==> config.mk <==
export PLATFORM = sky130hd
export DESIGN_NAME = if_stage
export DESIGN_NICKNAME = d
export VERILOG_FILES = /design/src/rtl/if_stage.sv
export SDC_FILE = /design/constraint.sdc
export NUM_CORES = 1
export LEC_CHECK = 0
export CORE_MARGIN = 2
export CORE_UTILIZATION = 46
export DETAILED_ROUTE_END_ITERATION = 8
export PLACE_DENSITY_LB_ADDON = 0.15
export SLEW_MARGIN = 30
export SYNTH_ARGS = -nofsm -noshare
export SYNTH_HDL_FRONTEND = slang
export SYNTH_SLANG_ARGS = --single-unit
==> constraint.sdc <==
create_clock -name clk -period 2.8 [get_ports clk]
set_input_delay 0.56 -clock clk [delete_from_list [all_inputs] [get_ports clk]]
set_output_delay 0.56 -clock clk [all_outputs]
set_load 0.02 [all_outputs]
==> src/rtl/if_stage.sv <==
// Instruction fetch stage: PC register, fetch from a combinational ROM and
// the IF/ID pipeline register. Redirects from downstream win over stalls and
// squash the wrong-path word, so a taken redirect costs exactly one bubble.
module if_stage #(
   parameter logic [31:0] RESET_PC  = 32'h0000_0000,
   parameter logic [31:0] NOP_INSTR = 32'h0000_0013
) (
   input  logic        clk,
   input  logic        rst_n,
   input  logic        stall,
   input  logic        flush,
   input  logic        redirect_valid,
   input  logic [31:0] redirect_target,
   output logic [31:0] imem_addr,
   input  logic [31:0] imem_instr,
   output logic [31:0] if_id_pc,
   output logic [31:0] if_id_pc4,
   output logic [31:0] if_id_instr,
   output logic        if_id_valid,
   output logic        misalign_err
);

   // Stage contract: if_id_valid=1 marks a real instruction for decode; a
   // bubble carries NOP_INSTR with valid=0. While stall is high the IF/ID
   // contents and the PC are frozen, unless a redirect overrides the stall.
   // All IF/ID outputs come straight from flops; only imem_addr is
   // combinational, and it depends on the PC register alone.

   logic [31:0] pc;
   logic [31:0] pc_plus4;
   logic [31:0] pc_next;
   logic [31:0] target_aligned;
   logic        target_misaligned;

   assign imem_addr         = {pc[31:2], 2'b00};
   // Wraps naturally at 2^32; no overflow indication is wanted.
   assign pc_plus4          = imem_addr + 32'd4;
   assign target_aligned    = {redirect_target[31:2], 2'b00};
   assign target_misaligned = (redirect_target[1:0] != 2'b00);

   // Next-PC selection: redirect beats stall, stall beats sequential fetch.
   always_comb begin
      pc_next = pc_plus4;
      if (redirect_valid) begin
         pc_next = target_aligned;
      end else if (stall) begin
         pc_next = pc;
      end
   end

   // PC register.
   always_ff @(posedge clk or negedge rst_n) begin
      if (!rst_n) begin
         pc <= RESET_PC;
      end else begin
         pc <= pc_next;
      end
   end

   // IF/ID register: bubble on flush/redirect (keeping pc/pc4), hold on
   // stall, otherwise capture the word fetched at the current PC.
   always_ff @(posedge clk or negedge rst_n) begin
      if (!rst_n) begin
         if_id_pc    <= 32'h0000_0000;
         if_id_pc4   <= 32'h0000_0000;
         if_id_instr <= NOP_INSTR;
         if_id_valid <= 1'b0;
      end else if (flush || redirect_valid) begin
         if_id_instr <= NOP_INSTR;
         if_id_valid <= 1'b0;
      end else if (!stall) begin
         if_id_pc    <= imem_addr;
         if_id_pc4   <= pc_plus4;
         if_id_instr <= imem_instr;
         if_id_valid <= 1'b1;
      end
   end

   // Sticky misaligned-redirect flag; only reset clears it.
   always_ff @(posedge clk or negedge rst_n) begin
      if (!rst_n) begin
         misalign_err <= 1'b0;
      end else if (redirect_valid && target_misaligned) begin
         misalign_err <= 1'b1;
      end
   end

endmodule

==> out/results.tsv <==
stage	metric	value	unit
sta	Max-slew headroom	58.93	%
critical_path	critical path type	flip-flop to flip-flop	
place	HPWL after detailed placement	11780	um
clocking	post-cts sizing count	0	
synth	post-synthesis cell area	5751	um^2
synth	asr flop ratio synth	100.0	%
synth	Post-synth EDFFs	0	
critical_path	WP data arrival	2740	ps
synth	compound-cell area share of the yosys netlist	14.49	%
sta	setup TNS	0	ps
routing	drt first pass iters	5	
clocking	worst skew pair latency	420	ps
power	internal power	4.108	mW
floorplanning	die area	13410	um^2
sta	clock skew	10.41	ps
sta	achievable frequency	415.4	MHz
place	Placed Instances	930	
place	pre-CTS setup slack	274.5	ps
synth	Primary FF master, synth	dfrtp_1	
synth	flops & latches, synth	124	
clocking	H-tree levels	4	
floorplanning	total core area	12110	um^2
power	Comb power frac	22.3	%
routing	vias	5326	
synth	sequential element share of the synthesized area	54.03	%
sta	worst hold margin	44.20	ps
final_layout	fill cell count	935	
final_layout	Final Instance Area	8442	um^2
power	Clock Power Share	39.1	%
critical_path	startpoint types	flip-flop	
synth	Synth Instances	598	
synth	warnings from Yosys	0	
routing	Vias/cell	5.536	
clocking	clk sinks	124	
synth	mux contribution to synthesized area	0.1741	%
sta	Tmin final	2408	ps
sta	Tightest Pin Transition	610.4	ps
clocking	TritonCTS buffer count	17	
critical_path	Critical Path Fanout Max	24	
power	Sequential Power Share	38.6	%
floorplanning	starting density of the core	47.48	%
synth	Post-Synth Simple-Gate Area	22.45	%
synth	top-area cell type share of the netlist area	52.65	%
final_layout	fin cells	962	
final_layout	layout cells sized above 1	8.690	%
global_routing	antenna violations before repair	0	
synth	Post-Synthesis Mean Instance Area	9.616	um^2
power	Net Sw Frac	28.10	%
sta	RSZ-0062 raised after global routing	no	
routing	Avg WL per Cell	17.37	um
clocking	Max Root-Sink Buffers	2	
clocking	hold_buf cts	0	
floorplanning	total I/O pin count	199	
synth	largest cells by area after synthesis	dfrtp_1, nand2_1, a22o_1	
floorplanning	row count	40	
routing	Final ANT Viol Nets	0	
clocking	clock root buffer	clkbuf_16	
clocking	Clk pin slew, worst setup/hold paths	60	ps
routing	Remaining DRCs	0	
synth	post-synthesis xor/xnor area fraction	3.655	%
power	Max rail drop VDD	0.4687	mV
clocking	postcts setup bufs	0	
final_layout	nets	851	
global_routing	vias in the first global route	5145	
sta	Final period util	85.98	%
final_layout	# diodes	0	
status	status	complete, no violations	
synth	cell taking the most area after synthesis	dfrtp_1	
synth	combinational family with the most area after synthesis	simple AND/OR/NAND/NOR gates	
synth	adder-cell share of the synthesized area	0.2176	%
floorplanning	Die Y	115.8	um
sta	Final Worst Setup Slack	392.4	ps
place	GP Congestion	0.8468	
sta	final setup fails	0	
global_routing	GR Util All Layers	25.72	%
hold_path	Hold Path Class	input pin to async pin	
global_routing	GRT overflow	0	
sta	final-report hold violation count	0	
flow_run	Max-Cap Viols	0	
global_routing	largest net degree at the start of global routing	48	
critical_path	CP required	3130	ps
critical_path	CP endpoint kind	flip-flop	
power	Leak Pwr	3.532	nW
final_layout	synthesis-to-layout area growth	46.80	%
power	P_sw	1.606	mW
routing	Routed WL	16710	um
synth	Netlist cell types	41	
sta	Slew Limit Fails	0	
clocking	CTS tree	done	
synth	count leader, synth	nand2_1	
global_routing	first-pass GRT wire length	26760	um
synth	top cells by count, synth	nand2_1, dfrtp_1, nor2_1, o21ai_0	
place	Placed Instance Area	7836	um^2
floorplanning	die width	115.8	um
place	Port Buffers	192	
power	Power per Cell Area	676.8	nW/um^2
routing	DRT iter0 DRCs	399	
state kept, by name, indices dropped and copies added, names as in the netlist:
register	flops
if_id_instr	32
if_id_pc	30
if_id_pc4	30
if_id_valid	1
misalign_err	1
pc	30
worst max-delay path, cell delays in order, from the launching register on:
cell and delay (ps):
dfrtp_1 440, ha_1 320, nand3_4 150, or4_4 680, or4_1 510, a31oi_1 210
metrics by stage:
step	util (%)	power, mW
global route	69.70	5.973
CTS	69.70	5.760
global placement	64.69	3.479
detailed placement	64.70	3.508
finish	69.70	5.714
floorplan	-	2.802
cell type report:
class / count / area [um^2] / share of cell area (%)
Multi-Input combinational cell: 419 / 2387 / 28.28
Timing Repair Buffer: 215 / 2117 / 25.08
Tap cell: 168 / 210.2 / 2.490
Inverter: 4 / 15.01 / 0.1779
Clock buffer: 25 / 495.5 / 5.869
Sequential cell: 124 / 3107 / 36.80
Clock inverter: 7 / 110.1 / 1.304
placed cells by master (no fill, tap or decap), types with 5 or more instances in the layout:
cell             netlist  final
nor4_1                 6      6
dfrtp_1              121    121
nand2_1              137    137
nand3_1               12     12
or4_1                 29     29
or2_2                  5      5
a31oi_1               27     27
xor2_1                 8      8
nand4_1               10     10
nor2_1                35     35
xnor2_1               16     16
clkbuf_16              0     17
buf_4                 12     22
o31ai_1               22     22
clkdlybuf4s50_1        0    191
conb_1                 1      6
o21ai_0               34     34
a22o_1                29     29
or3_1                 10      9
layer usage:
metal	track usage (%)	share of wire, %
met1	34.92	43
met4	9.286	2.1
met2	40.00	48
met5	0	0
met3	6.904	7.0
kinds of logic after synthesis:
kind of cell,Yosys count
AO/OA/AOI/OAI,121
XOR/XNOR,24
adder cells (fa/ha/maj),1
buffers and inverters,60
flip-flops,124
multiplexers,1
other,1
AND/OR/NAND/NOR,266
power groups by stage:
stage	clock network [mW]	registers [mW]	logic [mW]
global route	2.37	2.23	1.38
floorplan	0	2.44	0.364
detailed placement	0	2.23	1.28
finish	2.23	2.21	1.28
CTS	2.27	2.20	1.29
global placement	0	2.22	1.26
final timing paths:
kind	from	to	slack (ps)	cells past startpoint
worst min register to register	if_id_pc[27]	if_id_pc[27]	470	2
max in group asynchronous	rst_n	pc[27]	2060	2
min in group clk	if_id_pc[27]	if_id_pc[27]	470	2
worst min-delay path	rst_n	if_id_pc4[28]	40	1
worst max register to register	pc[3]	pc[26]	390	5
worst max-delay path	pc[3]	pc[26]	390	5
Power figures use the tool's default switching activity.
